--- config.mk ---
export PLATFORM = sky130hd
export DESIGN_NAME = ring_counter_multi_flat
export DESIGN_NICKNAME = d
export VERILOG_FILES = /design/src/rtl/ring_counter_multi_pkg.sv /design/src/rtl/ring_counter_multi_if.sv /design/src/rtl/ring_counter_multi_prescaler.sv /design/src/rtl/ring_counter_multi.sv /design/src/flat_wrapper.sv
export SDC_FILE = /design/constraint.sdc
export NUM_CORES = 1
export LEC_CHECK = 0
export ABC_AREA = 1
export CORE_MARGIN = 8
export CORE_UTILIZATION = 35
export DETAILED_ROUTE_END_ITERATION = 7
export PLACE_DENSITY = 0.61
export SYNTH_ARGS = -nofsm -noshare
export SYNTH_HDL_FRONTEND = slang
export SYNTH_SLANG_ARGS = --single-unit
--- constraint.sdc ---
create_clock -name i_clk -period 2.01 [get_ports i_clk]
set_input_delay 0.3015 -clock i_clk [delete_from_list [all_inputs] [get_ports i_clk]]
set_output_delay 0.3015 -clock i_clk [all_outputs]
set_load 0.01 [all_outputs]
--- src/rtl/ring_counter_multi_pkg.sv ---
// Shared types and helpers for the multi-mode ring counter.
package ring_counter_multi_pkg;

    // Upper bound on counter width that the helper functions can inspect.
    localparam int RC_MAX_WIDTH = 64;

    typedef enum logic [1:0] {
        RC_MODE_RING    = 2'b00,
        RC_MODE_JOHNSON = 2'b01,
        RC_MODE_BOUNCE  = 2'b10,
        RC_MODE_RSVD    = 2'b11
    } rc_mode_e;

    // HOME is a single one in bit 0, whatever the counter width.
    function automatic logic [RC_MAX_WIDTH-1:0] rc_home();
        return RC_MAX_WIDTH'(1);
    endfunction

    function automatic logic rc_is_onehot(input logic [RC_MAX_WIDTH-1:0] v);
        return ($countones(v) == 1);
    endfunction

    // Number of adjacent-bit transitions within the low `width` bits.
    function automatic int rc_johnson_trans(input logic [RC_MAX_WIDTH-1:0] v,
                                            input int width);
        int n;
        n = 0;
        for (int i = 0; i < RC_MAX_WIDTH - 1; i++) begin
            if ((i < width - 1) && (v[i] != v[i+1])) begin
                n++;
            end
        end
        return n;
    endfunction

endpackage

--- src/rtl/ring_counter_multi_if.sv ---
// Control/status bundle between the wrapper and the ring counter.
interface ring_counter_multi_if #(
    parameter int WIDTH     = 4,
    parameter int DIV_WIDTH = 16
);
    logic                 i_enable;
    logic [1:0]           i_mode;
    logic                 i_dir;
    logic                 i_load;
    logic [WIDTH-1:0]     i_load_value;
    logic [DIV_WIDTH-1:0] i_prescale;
    logic [WIDTH-1:0]     o_count_out;
    logic [WIDTH-1:0]     o_io_oeb;
    logic                 o_wrap;
    logic                 o_error;

    modport master (
        output i_enable, i_mode, i_dir, i_load, i_load_value, i_prescale,
        input  o_count_out, o_io_oeb, o_wrap, o_error
    );

    modport slave (
        input  i_enable, i_mode, i_dir, i_load, i_load_value, i_prescale,
        output o_count_out, o_io_oeb, o_wrap, o_error
    );
endinterface

--- src/rtl/ring_counter_multi_prescaler.sv ---
// Tick prescaler: one tick every Prescale+1 enabled cycles.
module rc_prescaler #(
    parameter int DIV_WIDTH = 16
) (
    input  logic                 i_clk,
    input  logic                 i_rst,
    input  logic                 i_enable,
    input  logic                 i_clear,
    input  logic [DIV_WIDTH-1:0] i_prescale,
    output logic                 o_tick
);
    logic [DIV_WIDTH-1:0] r_pre_cnt;
    logic                 w_tick;

    // >= rather than == so lowering Prescale mid-count ticks immediately.
    assign w_tick = i_enable && (r_pre_cnt >= i_prescale);
    assign o_tick = w_tick;

    // Count enabled cycles, restart on tick, clear or reset.
    always_ff @(posedge i_clk) begin
        if (i_rst || i_clear) begin
            r_pre_cnt <= '0;
        end else if (w_tick) begin
            r_pre_cnt <= '0;
        end else if (i_enable) begin
            r_pre_cnt <= r_pre_cnt + 1'b1;
        end
    end
endmodule

--- src/rtl/ring_counter_multi.sv ---
// Multi-mode ring counter (ring / Johnson / bounce) driving user IO pads.
module ring_counter_multi
    import ring_counter_multi_pkg::*;
#(
    parameter int WIDTH     = 4,
    parameter int DIV_WIDTH = 16
) (
    input  logic                i_clk,
    input  logic                i_rst,
    ring_counter_multi_if.slave bus
);
    localparam logic [WIDTH-1:0] L_HOME = WIDTH'(rc_home());

    logic [WIDTH-1:0]        r_count;
    logic                    r_bdir;
    logic                    r_wrap;
    logic                    r_error;
    logic [WIDTH-1:0]        r_oeb;

    logic                    w_tick;
    rc_mode_e                w_mode;
    logic [RC_MAX_WIDTH-1:0] w_ext;
    logic                    w_legal;
    logic                    w_bdir_eff;
    logic [WIDTH-1:0]        w_step;
    logic                    w_step_bdir;

    rc_prescaler #(.DIV_WIDTH(DIV_WIDTH)) u_prescaler (
        .i_clk      (i_clk),
        .i_rst      (i_rst),
        .i_enable   (bus.i_enable),
        .i_clear    (bus.i_load),
        .i_prescale (bus.i_prescale),
        .o_tick     (w_tick)
    );

    assign w_mode = rc_mode_e'(bus.i_mode);
    assign w_ext  = RC_MAX_WIDTH'(r_count);

    // Legality of the current state under the currently selected mode.
    always_comb begin
        w_legal = 1'b1;
        case (w_mode)
            RC_MODE_RING, RC_MODE_BOUNCE: w_legal = rc_is_onehot(w_ext);
            RC_MODE_JOHNSON:              w_legal = (rc_johnson_trans(w_ext, WIDTH) <= 1);
            default:                      w_legal = 1'b1;
        endcase
    end

    // Candidate next state for a legal step.
    always_comb begin
        w_step      = r_count;
        w_step_bdir = r_bdir;
        w_bdir_eff  = r_bdir;
        case (w_mode)
            RC_MODE_RING: begin
                w_step = bus.i_dir ? {r_count[0], r_count[WIDTH-1:1]}
                                   : {r_count[WIDTH-2:0], r_count[WIDTH-1]};
            end
            RC_MODE_JOHNSON: begin
                w_step = bus.i_dir ? {~r_count[0], r_count[WIDTH-1:1]}
                                   : {r_count[WIDTH-2:0], ~r_count[WIDTH-1]};
            end
            RC_MODE_BOUNCE: begin
                // A state already sitting at an end (after load or mode switch)
                // reflects instead of shifting out.
                if (!r_bdir && r_count[WIDTH-1]) begin
                    w_bdir_eff = 1'b1;
                end else if (r_bdir && r_count[0]) begin
                    w_bdir_eff = 1'b0;
                end
                w_step = w_bdir_eff ? (r_count >> 1) : (r_count << 1);
                if (w_step[WIDTH-1]) begin
                    w_step_bdir = 1'b1;
                end else if (w_step[0]) begin
                    w_step_bdir = 1'b0;
                end else begin
                    w_step_bdir = w_bdir_eff;
                end
            end
            default: begin
                w_step = r_count;
            end
        endcase
    end

    // Counter, bounce direction, flag pulses and pad enables.
    always_ff @(posedge i_clk) begin
        if (i_rst) begin
            r_count <= L_HOME;
            r_bdir  <= 1'b0;
            r_wrap  <= 1'b0;
            r_error <= 1'b0;
            r_oeb   <= '1;
        end else begin
            r_oeb   <= '0;
            r_wrap  <= 1'b0;
            r_error <= 1'b0;
            if (bus.i_load) begin
                r_count <= bus.i_load_value;
                r_bdir  <= 1'b0;
            end else if (w_tick && (w_mode != RC_MODE_RSVD)) begin
                if (!w_legal) begin
                    r_count <= L_HOME;
                    r_bdir  <= 1'b0;
                    r_error <= 1'b1;
                end else begin
                    r_count <= w_step;
                    r_bdir  <= w_step_bdir;
                    r_wrap  <= (w_step == L_HOME);
                end
            end
        end
    end

    assign bus.o_count_out = r_count;
    assign bus.o_io_oeb    = r_oeb;
    assign bus.o_wrap      = r_wrap;
    assign bus.o_error     = r_error;
endmodule

--- src/flat_wrapper.sv ---
// flat-port wrapper written by rule: the top's interface ports become plain ports
module ring_counter_multi_flat import ring_counter_multi_pkg::*;
#(
    parameter int WIDTH     = 4,
    parameter int DIV_WIDTH = 16
)
  (i_clk, i_rst, bus_i_enable, bus_i_mode, bus_i_dir, bus_i_load, bus_i_load_value, bus_i_prescale, bus_o_count_out, bus_o_io_oeb, bus_o_wrap, bus_o_error);
  ring_counter_multi_if #(.WIDTH(WIDTH), .DIV_WIDTH(DIV_WIDTH)) bus_i ();
  input  logic i_clk;
  input  logic i_rst;
  input wire logic [$bits(bus_i.i_enable)-1:0] bus_i_enable;
  input wire logic [$bits(bus_i.i_mode)-1:0] bus_i_mode;
  input wire logic [$bits(bus_i.i_dir)-1:0] bus_i_dir;
  input wire logic [$bits(bus_i.i_load)-1:0] bus_i_load;
  input wire logic [$bits(bus_i.i_load_value)-1:0] bus_i_load_value;
  input wire logic [$bits(bus_i.i_prescale)-1:0] bus_i_prescale;
  output wire logic [$bits(bus_i.o_count_out)-1:0] bus_o_count_out;
  output wire logic [$bits(bus_i.o_io_oeb)-1:0] bus_o_io_oeb;
  output wire logic [$bits(bus_i.o_wrap)-1:0] bus_o_wrap;
  output wire logic [$bits(bus_i.o_error)-1:0] bus_o_error;
  assign bus_i.i_enable = bus_i_enable;
  assign bus_i.i_mode = bus_i_mode;
  assign bus_i.i_dir = bus_i_dir;
  assign bus_i.i_load = bus_i_load;
  assign bus_i.i_load_value = bus_i_load_value;
  assign bus_i.i_prescale = bus_i_prescale;
  assign bus_o_count_out = bus_i.o_count_out;
  assign bus_o_io_oeb = bus_i.o_io_oeb;
  assign bus_o_wrap = bus_i.o_wrap;
  assign bus_o_error = bus_i.o_error;
  ring_counter_multi #(.WIDTH(WIDTH), .DIV_WIDTH(DIV_WIDTH)) u_core (.i_clk(i_clk), .i_rst(i_rst), .bus(bus_i));
endmodule
# Word-level counts from Yosys, hierarchy flattened
# Index checks and enable logic that the tools add are counted.
dict set report totals {
  out_inout_bits 10
  input_bits 27
  reg_bits 27
  word_cells 64
}
dict set report classes {
  muxes 23
  order_cmp 2
  n_eq_ne 9
  n_reduce_logical 14
  addsub 6
  bitwise 4
}
# op n
set op_table {}
lappend op_table {{2-to-1 mux 32 bit} 5}
lappend op_table {{adder 32 x 2 -> 32 bit, second input constant} 2}
lappend op_table {{adder 32 bit} 1}
lappend op_table {{== test 32 x 2 -> 1 bit, second input constant} 1}
lappend op_table {{less-or-equal comparator 32 x 2 -> 1 bit, second input constant} 1}
lappend op_table {{2-to-1 mux 4 bit} 7}
lappend op_table {{adder 16 x 1 -> 16 bit, second input constant} 1}
lappend op_table {{>= comparator 16 bit} 1}
lappend op_table {{one-hot mux 4 bit (3 select lines)} 1}
lappend op_table {{2-to-1 mux 1 bit} 9}
lappend op_table {{OR reduction 2 bit} 3}
lappend op_table {{adder 1 x 1 -> 2 bit} 2}
lappend op_table {{== test 4 x 1 -> 1 bit, second input constant} 1}
lappend op_table {{logical AND 1 bit} 4}
lappend op_table {{inequality test 2 bit, second input constant} 2}
lappend op_table {{NOT 1 bit} 4}
lappend op_table {{OR reduction 4 bit} 1}
lappend op_table {{inequality test 1 bit} 3}
lappend op_table {{OR reduction 3 bit} 1}
lappend op_table {{== test 2 x 1 -> 1 bit, second input constant} 1}
lappend op_table {{== test 2 bit, second input constant} 1}
lappend op_table {{logical NOT 2 bit} 1}
lappend op_table {{one-hot mux 1 bit (2 select lines)} 1}
lappend op_table {{AND reduction 2 bit} 1}
lappend op_table {{3 further kinds} 3}

# Logic depth before layout (Yosys ltp)
# Gate-level depths: netlist of the first run.
dict set report depth {
  depth_word 14
  depth_mapped 16
  depth_no_buf 16
}

# By module
# Synthesis of the first run repeated with hierarchy kept, for this count alone.
dict set report unflattened {
  cells_unflattened 300
  hier_area_um2 1980.6
}
# mod area_each_um2 instances cells_each
set modules_own_cells {}
lappend modules_own_cells {rc_prescaler 1198.6 1 169}
lappend modules_own_cells {ring_counter_multi 782.0 1 131}

# Worst setup path after synthesis of the first run
# Ideal clock, no wire load.
dict set report synth_path {
  path_type {register to register}
  from {register u_core.r_count[1], in the netlist u_core.bus.o_count_out[1]}
  to {register u_core.r_count[3], in the netlist u_core.bus.o_count_out[3]}
  path_slack_ps -199
  stages_incl_launch_ff 13
  arrival_time_ps 2094
  cell_sequence {dfxtp_1 ha_1 ha_1 fa_1 nor2_1 nand3_1 nand3_1 nand2_1 inv_1 nand2_1 nand2_1 a21oi_1 nor2_1}
}
dict set report synth_between {
  elab_chain_len 14
  elab_cells_between_ends 18
  classes_between {add/sub: 4; order compare: 1; eq/ne: 3; mux: 10}
}
# item line
set synth_rtl {}
lappend synth_rtl {{start, declared} ring_counter_multi.sv:14} ;# logic [WIDTH-1:0] r_count;
lappend synth_rtl {{start signal, assigned} ring_counter_multi.sv:100} ;# r_count <= bus.i_load_value;
lappend synth_rtl {{start signal, assigned} ring_counter_multi.sv:108} ;# r_count <= w_step;
lappend synth_rtl {{inequality test 1 bit} ring_counter_multi_pkg.sv:29} ;# if ((i < width - 1) && (v[i] != v[i+1])) begin
lappend synth_rtl {{2-to-1 mux 1 bit} ring_counter_multi_pkg.sv:29}
lappend synth_rtl {{2-to-1 mux 32 bit} ring_counter_multi.sv:43} ;# case (w_mode)
lappend synth_rtl {{adder 32 x 2 -> 32 bit} ring_counter_multi_pkg.sv:30} ;# n++;
lappend synth_rtl {{2-to-1 mux 32 bit} ring_counter_multi_pkg.sv:29}
lappend synth_rtl {{2-to-1 mux 32 bit} ring_counter_multi.sv:43}
lappend synth_rtl {{adder 32 x 2 -> 32 bit} ring_counter_multi_pkg.sv:30}
lappend synth_rtl {{2-to-1 mux 32 bit} ring_counter_multi_pkg.sv:29}
lappend synth_rtl {{2-to-1 mux 32 bit} ring_counter_multi.sv:43}
lappend synth_rtl {{less-or-equal comparator 32 x 2 -> 1 bit} ring_counter_multi.sv:45} ;# RC_MODE_JOHNSON: w_legal = (rc_johnson_trans(w_ext, WIDTH) <= 1);
lappend synth_rtl {{one-hot mux 1 bit (2 select lines) *} ring_counter_multi.sv:43}
lappend synth_rtl {{2-to-1 mux 4 bit *} ring_counter_multi.sv:103} ;# if (!w_legal) begin
lappend synth_rtl {{2-to-1 mux 4 bit *} ring_counter_multi.sv:102} ;# end else if (w_tick && (w_mode != RC_MODE_RSVD)) begin
lappend synth_rtl {{2-to-1 mux 4 bit *} ring_counter_multi.sv:99} ;# if (bus.i_load) begin
# Every way passes the cells marked *; elsewhere a longest branch is shown, timed or not. The select of a mux whose other input is x is not followed.
# A chain may end at the register's enable or synchronous reset.

# Worst setup path after layout of the first run
dict set report layout_path {
  from {register u_core.r_count[0], in the netlist u_core.bus.o_count_out[0]}
  to {register u_core.r_wrap, in the netlist u_core.bus.o_wrap}
}
dict set report layout_between {
  elab_chain_len 13
  elab_cells_between_ends 26
  classes_between {add/sub: 4; order compare: 1; eq/ne: 3; mux: 14; bitwise: 2; reduce/logical: 2}
}
# item line
set layout_rtl {}
lappend layout_rtl {{inequality test 1 bit} ring_counter_multi_pkg.sv:29}
lappend layout_rtl {{2-to-1 mux 1 bit} ring_counter_multi_pkg.sv:29}
lappend layout_rtl {{2-to-1 mux 32 bit} ring_counter_multi.sv:43}
lappend layout_rtl {{adder 32 x 2 -> 32 bit} ring_counter_multi_pkg.sv:30}
lappend layout_rtl {{2-to-1 mux 32 bit} ring_counter_multi_pkg.sv:29}
lappend layout_rtl {{2-to-1 mux 32 bit} ring_counter_multi.sv:43}
lappend layout_rtl {{adder 32 x 2 -> 32 bit} ring_counter_multi_pkg.sv:30}
lappend layout_rtl {{2-to-1 mux 32 bit} ring_counter_multi_pkg.sv:29}
lappend layout_rtl {{2-to-1 mux 32 bit} ring_counter_multi.sv:43}
lappend layout_rtl {{less-or-equal comparator 32 x 2 -> 1 bit} ring_counter_multi.sv:45}
lappend layout_rtl {{one-hot mux 1 bit (2 select lines)} ring_counter_multi.sv:43}
lappend layout_rtl {{NOT 1 bit (no source line)} --}
lappend layout_rtl {{OR reduction 4 bit (no source line)} --}
lappend layout_rtl {{end signal, assigned} ring_counter_multi.sv:110} ;# r_wrap <= (w_step == L_HOME);
lappend layout_rtl {{end, declared} ring_counter_multi.sv:16} ;# logic r_wrap;
# Parallel ways exist; a longest one is shown, timed or not. The select of a mux whose other input is x is not followed.

==> results of run 1 <==
==> sequential cells by signal, summed over array words and instances (netlist names) <==
name and flops:
u_core.bus.o_count_out 4, u_core.bus.o_error 1, u_core.bus.o_io_oeb 1, u_core.bus.o_wrap 1, u_core.r_bdir 1, u_core.u_prescaler.r_pre_cnt 16
==> layer usage <==
layer | global-route usage (%) | vias up | share of wire [%]
met5 | 0 | - | 0
met4 | 3.19 | 0 | 1.0
met3 | 2.58 | 6 | 3.8
met2 | 19.1 | 34 | 47
met1 | 13.4 | 843 | 48
li1 | - | 1013 | -
==> final cells by class <==
| cell class | count | area, um2 | area share (%) |
|---|---|---|---|
| multi-input combinational | 205 | 1360 | 50.0 |
| clock inverter | 1 | 30.0 | 1.11 |
| inverter | 46 | 173 | 6.36 |
| timing repair buffer | 54 | 531 | 19.5 |
| clock buffer | 3 | 41.3 | 1.52 |
| sequential | 24 | 493 | 18.2 |
| tap | 72 | 90.1 | 3.32 |
==> what timing repair did <==
action	4_1_cts	5_1_grt
setup endpoints to repair	5	16
setup buffers	1	2
pin swaps	7	11
resized for setup	5	20
cloned	0	1
==> worst max-delay path, delay by kind of cell (launching register included) <==
family / cells / cell delay [ns]
buffers and inverters: 1 / 0.16
adders and majority gates: 3 / 0.85
and+or+nand+nor: 4 / 0.46
AOI/OAI and AO/OA: 1 / 0.17
DFF: 1 / 0.36
==> cell families (layout without fill, tap and decap cells) <==
group	Yosys count	after routing	synth area share [%]
AOI/OAI and AO/OA	36	36	11.2
DFF	24	24	25.0
adders and majority gates	23	23	15.3
xor gates and xnor gates	7	7	3.18
and+or+nand+nor	138	138	33.7
muxes	1	1	0.520
buffers and inverters	51	104	11.1
==> metrics by stage <==
step / utilization (%) / hold WS (ns) / total power [W]
2_1_floorplan: - / 0.329 / 0.000676
3_3_place_gp: 46.2 / 0.507 / 0.000809
3_5_place_dp: 46.2 / 0.507 / 0.000813
4_1_cts: 48.1 / 0.520 / 0.00125
5_1_grt: 50.2 / 0.555 / 0.00135
6_report: 50.2 / 0.527 / 0.00129
==> cell usage in the layout, fill, tap and decap left out, types with 3 or more instances in the layout <==
cell	count
ha_1	18
nand3_4	4
nor3_1	3
xor2_1	4
nor2_1	35
xnor2_1	3
clkbuf_8	3
a31oi_1	3
nor2_2	3
nand4_1	5
nand3_1	9
a21oi_1	15
nand2_4	3
buf_4	16
dfxtp_4	3
o211ai_1	5
clkdlybuf4s50_1	34
dfxtp_1	20
a21oi_2	3
nand2_2	4
inv_2	5
ha_4	4
inv_1	41
nand2_1	59
o21ai_0	3
==> power by group through the flow <==
stage	clock network, W	registers [W]	logic (W)
floorplan	0	0.000513	0.000163
global placement	0	0.000504	0.000305
detailed placement	0	0.000504	0.000309
CTS	0.000434	0.000493	0.000328
global route	0.000450	0.000494	0.000411
finish	0.000425	0.000493	0.000368
==> synth_stat cells <==
library cell  instances  area [um2]
a211oi_1              1        7.51
a21oi_1              17        85.1
a21oi_2               1        8.76
a31oi_1               3        18.8
buf_4                 4        30.0
buf_6                 1        11.3
dfxtp_1              24         480
fa_1                  1        20.0
ha_1                 22         275
inv_1                43         161
inv_2                 3        11.3
mux2i_1               1        10.0
nand2_1              63         236
nand2_2               2        12.5
nand2_4               1        11.3
nand3_1              13        65.1
nand3_4               2        35.0
nand3b_1              2        15.0
nand4_1               5        31.3
nand4_2               1        12.5
nor2_1               38         143
nor2_4                2        22.5
nor3_1                3        15.0
nor3_4                1        16.3
nor3b_1               1        7.51
o2111ai_1             2        17.5
o211ai_1              5        37.5
o21a_1                1        7.51
o21ai_0               5        25.0
o21ai_2               1        8.76
or2_0                 2        12.5
or2_2                 2        12.5
xnor2_1               3        26.3
xor2_1                4        35.0
==> final timing paths <==
path	startpoint	endpoint	slack (ns)	cells past startpoint
setup / recovery	u_core.bus.o_count_out[0]	u_core.bus.o_wrap	-0.06	9
hold / removal	u_core.u_prescaler.r_pre_cnt[9]	u_core.u_prescaler.r_pre_cnt[9]	0.53	2
setup reg to reg	u_core.bus.o_count_out[0]	u_core.bus.o_wrap	-0.06	9
hold reg to reg	u_core.u_prescaler.r_pre_cnt[9]	u_core.u_prescaler.r_pre_cnt[9]	0.53	2
==> flow_metrics.env, run 1 <==
export IMPL_tightestPinTransition_ns=0.337
export IMPL_irDropWorstVdd_v=0.000402
export IMPL_grt_pass1_vias=1831
export IMPL_cts_tree="done"
export IMPL_ys_ff_latch=24
export IMPL_post_place_ws_ns=-0.268
export IMPL_first_pass_iters=4
export IMPL_cp_start_kind="flop"
export IMPL_core_area_um2=5410
export IMPL_vias=1896
export IMPL_rsz0062_at_grt="yes"
export IMPL_clock_latency_ns=0.27
export IMPL_crit_arrival_ns=2.27
export IMPL_drv_cap=0
export IMPL_max_stage_delay_ns=0.45
export IMPL_cpMaxStageDelayCell="fa_1"
export IMPL_min_path_type="flop to flop"
export IMPL_ys_seq_area_share_pct=25.0
export IMPL_skew_ns=0.00758
export IMPL_layout_drive_gt1_share_pct=18.6
export IMPL_clock_fmax_ghz=0.484
export IMPL_routabilityCongestion=0.833
export IMPL_power_density_nw_per_um2=474
export IMPL_cts_root_buf="clkbuf_8"
export IMPL_tns_ns=-0.182
export IMPL_cpMostUsedCell="ha_4"
export IMPL_antenna_found_initial=0
export IMPL_syn2layout_area_growth_pct=40.9
export IMPL_dp_cells=397
export IMPL_fin_ws_ns=-0.0579
export IMPL_start_util_pct=35.6
export IMPL_cp_cell_sequence="ha_4, ha_4, fa_1, nor2_2, nand3_2, buf_4, a31oi_1, nand3_1, nor2_1"
export IMPL_netlist_instances=280
export IMPL_htree_levels=1
export IMPL_antenna_cells=0
export IMPL_critical_path_class="flop to flop"
export IMPL_netlist_area_um2=1930
export IMPL_postSynthAreaPerCell_um2=6.88
export IMPL_cts_buffers=3
export IMPL_hold_violations=0
export IMPL_power_frac_seq_pct=38.3
export IMPL_place_area_um2=2500
export IMPL_critPathMaxFanout=3
export IMPL_nNetsFinal=384
export IMPL_status="finished with violations"
export IMPL_die_area_um2=8130
export IMPL_wirelength_um=4600
export IMPL_worstPathRequired_ns=2.21
export IMPL_fin_cells=405
export IMPL_synth_nets=330
export IMPL_io_buffers=36
export IMPL_clkSinkCount=24
export IMPL_die_x_um=90.2
export IMPL_relSlewSlack_pct=77.5
export IMPL_power_frac_comb_pct=28.6
export IMPL_ant_nets=0
export IMPL_die_y_um=90.2
export IMPL_failed_checks="setup timing"
export IMPL_io_pins=37
export IMPL_drt_iter0_drc=41
export IMPL_end_kind="flop"
export IMPL_grt_max_degree=17
export IMPL_grt_pass1_wl_um=7870
export IMPL_p_sw_w=0.000348
export IMPL_wl_per_cell_um=11.4
export IMPL_rows=27
export IMPL_grtUsageTotal_pct=11.1
export IMPL_hpwlAfterDp_um=3570
export IMPL_ys_types=34
export IMPL_min_period_ns=2.07
export IMPL_netSwitchingFraction_pct=27.0
export IMPL_internal_power_w=0.000938
export IMPL_cts_clk_slew_worst_paths_ns=0.09
export IMPL_nFillCells=532
export IMPL_setup_violations_final=6
export IMPL_drc=0
export IMPL_clockBufferDepth=2
export IMPL_overflow=0
export IMPL_finalCritPeriodShare_pct=103
export IMPL_yosysWarnings=0
export IMPL_fin_area_um2=2710
export IMPL_ctsHoldBuffers=0
export IMPL_clockPowerShare_pct=33.1
export IMPL_routed_via_density=4.68
export IMPL_p_leak_nw=1.29
export IMPL_slew_violations=0
(Power assumes the default switching activity.)
==> run 2: changes to the inputs <==
Settings changed: CORE_ASPECT_RATIO from default to 1.4.
==> run 2 against run 1 <==
- the flow still finishes with violations (setup timing)
- non-clock buffer count decreased by 2
- utilization about the same
- sequential share of layout area about the same
- critical path type unchanged
- largest cell class unchanged
- highest routed layer unchanged
==> flow_metrics.env, run 2 (same netlist as run 1, synthesis figures left out) <==
export IMPL_r2r_cells=12
export IMPL_antenna_found_initial=0
export IMPL_core_area_um2=5410
export IMPL_hold_end="u_core.u_prescaler.r_pre_cnt[0]"
export IMPL_critPathLaunch="u_core.bus.o_count_out[0]"
export IMPL_largest_reg_flops=16
export IMPL_wl_per_cell_um=11.4
export IMPL_drc=0
export IMPL_routabilityCongestion=0.873
export IMPL_regMostFlops="u_core.u_prescaler.r_pre_cnt"
export IMPL_clockBufferDepth=2
export IMPL_wirelength_um=4570
export IMPL_antenna_cells=0
export IMPL_io_buffers=36
export IMPL_failed_checks="setup timing"
export IMPL_rows=32
export IMPL_skew_ns=0.00115
export IMPL_grt_pass1_wl_um=7630
export IMPL_status="finished with violations"
export IMPL_die_x_um=78.7
export IMPL_critPathMaxFanout=3
export IMPL_clkSinkCount=24
export IMPL_hpwlAfterDp_um=3690
export IMPL_die_area_um2=8170
export IMPL_tightestPinTransition_ns=0.355
export IMPL_cpMaxStageDelayCell="fa_1"
export IMPL_min_period_ns=2.06
export IMPL_rsz0062_at_grt="yes"
export IMPL_nFillCells=545
export IMPL_multi_input_area_um2=1400
export IMPL_critical_path_class="flop to flop"
export IMPL_drt_iter0_drc=57
export IMPL_setup_violations_final=4
export IMPL_grt_max_degree=17
export IMPL_hp_start="u_core.u_prescaler.r_pre_cnt[0]"
export IMPL_grt_pass1_vias=1898
export IMPL_cts_clk_slew_worst_paths_ns=0.08
export IMPL_cts_tree="done"
export IMPL_cp_buffers_inverters=1
export IMPL_max_stage_delay_ns=0.48
export IMPL_drv_cap=0
export IMPL_power_density_nw_per_um2=418
export IMPL_p_leak_nw=1.25
export IMPL_routed_via_density=4.72
export IMPL_rr_startpoint="u_core.bus.o_count_out[0]"
export IMPL_rrSetupSlack_ns=-0.05
export IMPL_grtUsageTotal_pct=11.0
export IMPL_die_y_um=104
export IMPL_layout_drive_gt1_share_pct=20.2
export IMPL_clock_fmax_ghz=0.486
export IMPL_rr_endpoint="u_core.bus.o_count_out[3]"
export IMPL_cts_setup_buffers=0
export IMPL_relSlewSlack_pct=76.2
export IMPL_htree_levels=1
export IMPL_holdPathStages=2
export IMPL_critical_path_top_delay_family="adder cells"
export IMPL_fin_ws_ns=-0.0471
export IMPL_regArea_um2=494
export IMPL_cts_root_buf="clkbuf_8"
export IMPL_io_pins=37
export IMPL_finalCritPeriodShare_pct=102
export IMPL_worstPathRequired_ns=2.17
export IMPL_irDropWorstVdd_v=0.000232
export IMPL_final_common_cell="nand2_1"
export IMPL_start_util_pct=35.6
export IMPL_cp_cell_sequence="ha_4, ha_4, fa_1, nor2_1, nand3_1, nand3_2, nand2_4, inv_2, nand2_1, nand2_1, a21oi_1, nor2_1"
export IMPL_end_kind="flop"
export IMPL_first_pass_iters=4
export IMPL_slew_violations=0
export IMPL_nNetsFinal=382
export IMPL_ant_nets=0
export IMPL_crit_arrival_ns=2.21
export IMPL_vias=1882
export IMPL_post_place_ws_ns=-0.226
export IMPL_final_cell_mix="nand2_1 (56), inv_1 (40), nor2_1 (37), clkdlybuf4s50_1 (34), dfxtp_1 (19)"
export IMPL_ctsHoldBuffers=0
export IMPL_syn2layout_area_growth_pct=41.1
export IMPL_overflow=0
export IMPL_hold_violations=0
export IMPL_postLayoutCoreUtil_pct=50.3
export IMPL_clock_latency_ns=0.26
export IMPL_tns_ns=-0.0980
export IMPL_min_path_type="flop to flop"
export IMPL_cts_buffers=3
export IMPL_cp_start_kind="flop"
run 2: cell types whose count changed in the layout (fill, tap and decap cells not counted), sizes merged:
cell / previous run / this run
bufinv: 1 / 0
clkinv: 0 / 1
buf: 17 / 15
run 2: stage by stage:
stage | hold slack [ns] | area [um2] | total power (W) | cells
after detailed placement | 0.502 | 2500 | 0.000823 | 394
after floorplan | 0.329 | 1970 | 0.000676 | 280
after global routing | 0.528 | 2720 | 0.00121 | 399
final | 0.514 | 2720 | 0.00113 | 399
after CTS | 0.517 | 2560 | 0.00112 | 398
after global placement | 0.492 | 2500 | 0.000820 | 394
run 2: report_power, final:
part	leakage, nW	switching, W	internal [W]
sequential	0.197	0.0000106	0.000484
combinational	1.03	0.000171	0.000181
clock	0.0231	0.000152	0.000136
run 2: what timing repair did:
item	CTS	global route
gates resized for setup	3	27
gates cloned	0	1
pin swaps	11	13
setup endpoints to repair	6	20
run 2: worst max-delay path by stage:
stage	endpoint	slack, ns	cells past startpoint
final	u_core.bus.o_count_out[3]	-0.05	12
after global routing	u_core.bus.o_count_out[3]	-0.18	13
after CTS	u_core.bus.o_count_out[3]	-0.05	12
after detailed placement	u_core.bus.o_count_out[1]	-0.23	16
after global placement	u_core.bus.o_count_out[1]	-0.18	16
after floorplan	u_core.bus.o_count_out[3]	0.009	12
run 2: worst min-delay path, cell delays in order (launching register included):
cell,delay [ns]
dfxtp_2,0.35
nor2_1,0.08
nor3b_1,0.05
run 2: layer usage:
layer	global-route usage [%]	vias to the layer above	part of all wire [%]
met3	2.42	8	4.0
met1	11.1	833	42
met4	4.65	0	2.2
met5	0	-	0
li1	-	1006	-
met2	20.7	35	52
run 2: cell type report:
type                            instances  area share, %
Tap cell                               68           3.13
Multi-Input combinational cell        205           51.7
Sequential cell                        24           18.2
Inverter                               46           6.36
Clock inverter                          1          0.138
Timing Repair Buffer                   52           19.0
Clock buffer                            3           1.52
==> run 3: changes to the inputs <==
Settings changed: CAP_MARGIN from default to 10, CORE_ASPECT_RATIO 1.4 to 1.1, HOLD_SLACK_MARGIN from default to 0.08.
==> run 3 against run 2 <==
- the flow still finishes with violations (setup timing)
- combinational power is 2% lower
- critical path depth unchanged
- maximum frequency shrank 2.4%
- first-iteration DRC count increased by 16%
- sequential share of layout area up 0.47 points
- global-route usage increased by 0.84 points
- non-clock buffer count did not move
- die area is 0.38% lower
- via count rose by 0.96%
- sequential power about the same
==> flow_metrics.env, run 3 (same netlist as run 1, synthesis figures left out) <==
export IMPL_die_area_um2=8130
export IMPL_tns_ns=-0.229
export IMPL_multi_input_area_um2=1310
export IMPL_p_leak_nw=1.25
export IMPL_postLayoutCoreUtil_pct=49.3
export IMPL_clkSinkCount=24
export IMPL_clock_fmax_ghz=0.474
export IMPL_first_pass_iters=4
export IMPL_cts_buffers=3
export IMPL_irDropWorstVdd_v=0.000264
export IMPL_crit_arrival_ns=2.30
export IMPL_clockBufferDepth=2
export IMPL_layout_drive_gt1_share_pct=16.9
export IMPL_final_common_cell="nand2_1"
export IMPL_antenna_found_initial=0
export IMPL_hpwlAfterDp_um=3690
export IMPL_slew_violations=0
export IMPL_routabilityCongestion=0.915
export IMPL_drc=0
export IMPL_tightestPinTransition_ns=0.308
export IMPL_ctsHoldBuffers=0
export IMPL_io_buffers=36
export IMPL_ant_nets=0
export IMPL_grt_pass1_vias=1845
export IMPL_worstPathRequired_ns=2.21
export IMPL_antenna_cells=0
export IMPL_rows=28
export IMPL_cts_tree="done"
export IMPL_drv_cap=0
export IMPL_regMostFlops="u_core.u_prescaler.r_pre_cnt"
export IMPL_cpMaxStageDelayCell="fa_1"
export IMPL_finalCritPeriodShare_pct=105
export IMPL_grtUsageTotal_pct=11.9
export IMPL_core_area_um2=5360
export IMPL_regArea_um2=493
export IMPL_relSlewSlack_pct=79.4
export IMPL_post_place_ws_ns=-0.260
export IMPL_vias=1900
export IMPL_fin_ws_ns=-0.0977
export IMPL_io_pins=37
export IMPL_htree_levels=1
export IMPL_nFillCells=543
export IMPL_largest_reg_flops=16
export IMPL_final_cell_mix="nand2_1 (58), inv_1 (42), nor2_1 (37), clkdlybuf4s50_1 (36), dfxtp_1 (20)"
export IMPL_nNetsFinal=382
export IMPL_die_y_um=93.8
export IMPL_setup_violations_final=6
export IMPL_grt_pass1_wl_um=8040
export IMPL_start_util_pct=35.9
export IMPL_min_period_ns=2.11
export IMPL_failed_checks="setup timing"
export IMPL_end_kind="flop"
export IMPL_clock_latency_ns=0.27
export IMPL_die_x_um=86.7
export IMPL_rsz0062_at_grt="yes"
export IMPL_routed_via_density=4.68
export IMPL_min_path_type="flop to flop"
export IMPL_skew_ns=0.0128
export IMPL_hold_violations=0
export IMPL_max_stage_delay_ns=0.44
export IMPL_power_density_nw_per_um2=479
export IMPL_status="finished with violations"
export IMPL_syn2layout_area_growth_pct=37.2
export IMPL_wirelength_um=4550
export IMPL_wl_per_cell_um=11.2
export IMPL_cp_start_kind="flop"
export IMPL_critical_path_class="flop to flop"
export IMPL_grt_max_degree=17
export IMPL_overflow=0
export IMPL_drt_iter0_drc=66
export IMPL_cp_cell_sequence="ha_4, ha_4, fa_1, nor2_1, nand3_2, nand3_2, nand2_2, inv_2, nand2_1, nand2_1, a21oi_1, nor2_1"
export IMPL_cts_root_buf="clkbuf_8"
export IMPL_critPathMaxFanout=3
export IMPL_cts_clk_slew_worst_paths_ns=0.09
run 3: cell count changes in the layout (fill, tap and decap cells not counted), moves of 4 or more:
cell,previous run,this run
a21oi_1,13,17
a21oi_2,5,1
ha_1,13,19
ha_4,9,3
run 3: cell type report:
class                      count  area share [%]
tap                           75            3.55
clock buffer                   3            1.56
clock inverter                 1            1.14
inverter                      46            6.54
multi-input combinational    205            49.7
sequential                    24            18.7
timing repair buffer          52            18.8
run 3: power by group:
| part | internal (W) | switching (W) | total, W |
|---|---|---|---|
| clock | 0.000266 | 0.000160 | 0.000426 |
| sequential | 0.000484 | 0.00000912 | 0.000493 |
| combinational | 0.000176 | 0.000169 | 0.000346 |
run 3: path summary, 6_finish.rpt:
path | startpoint | end | slack (ns) | cells past startpoint
max | u_core.bus.o_count_out[0] | u_core.bus.o_count_out[2] | -0.1 | 12
min | u_core.u_prescaler.r_pre_cnt[9] | u_core.u_prescaler.r_pre_cnt[9] | 0.53 | 2
min reg2reg | u_core.u_prescaler.r_pre_cnt[9] | u_core.u_prescaler.r_pre_cnt[9] | 0.53 | 2
max reg2reg | u_core.bus.o_count_out[0] | u_core.bus.o_count_out[2] | -0.1 | 12
run 3: metal layers:
layer	wire [um]	GRT usage, %
met1	2030	13.2
met2	2130	20.8
met3	270	3.15
met4	115	4.89
met5	0	0
run 3: timing repair:
item,in CTS,in global routing
gates resized for setup,7,8
buffers inserted,0,0
setup endpoints to repair,6,11
pin swaps,12,4
run 3: worst max-delay path, delay by kind of cell (launching register included):
| family | cells | cell delay (ns) |
|---|---|---|
| DFF | 1 | 0.36 |
| buffers and inverters | 1 | 0.07 |
| AOI/OAI and AO/OA | 1 | 0.05 |
| and+or+nand+nor | 7 | 0.72 |
| adders and majority gates | 3 | 0.84 |
run 3: stage by stage:
| step | hold WS (ns) | cells | total power [W] | area, um2 |
|---|---|---|---|---|
| final | 0.527 | 406 | 0.00126 | 2640 |
| after global routing | 0.545 | 406 | 0.00134 | 2640 |
| after global placement | 0.504 | 402 | 0.000823 | 2520 |
| after CTS | 0.527 | 406 | 0.00127 | 2620 |
| after detailed placement | 0.511 | 402 | 0.000823 | 2520 |
| after floorplan | 0.329 | 280 | 0.000676 | 1970 |
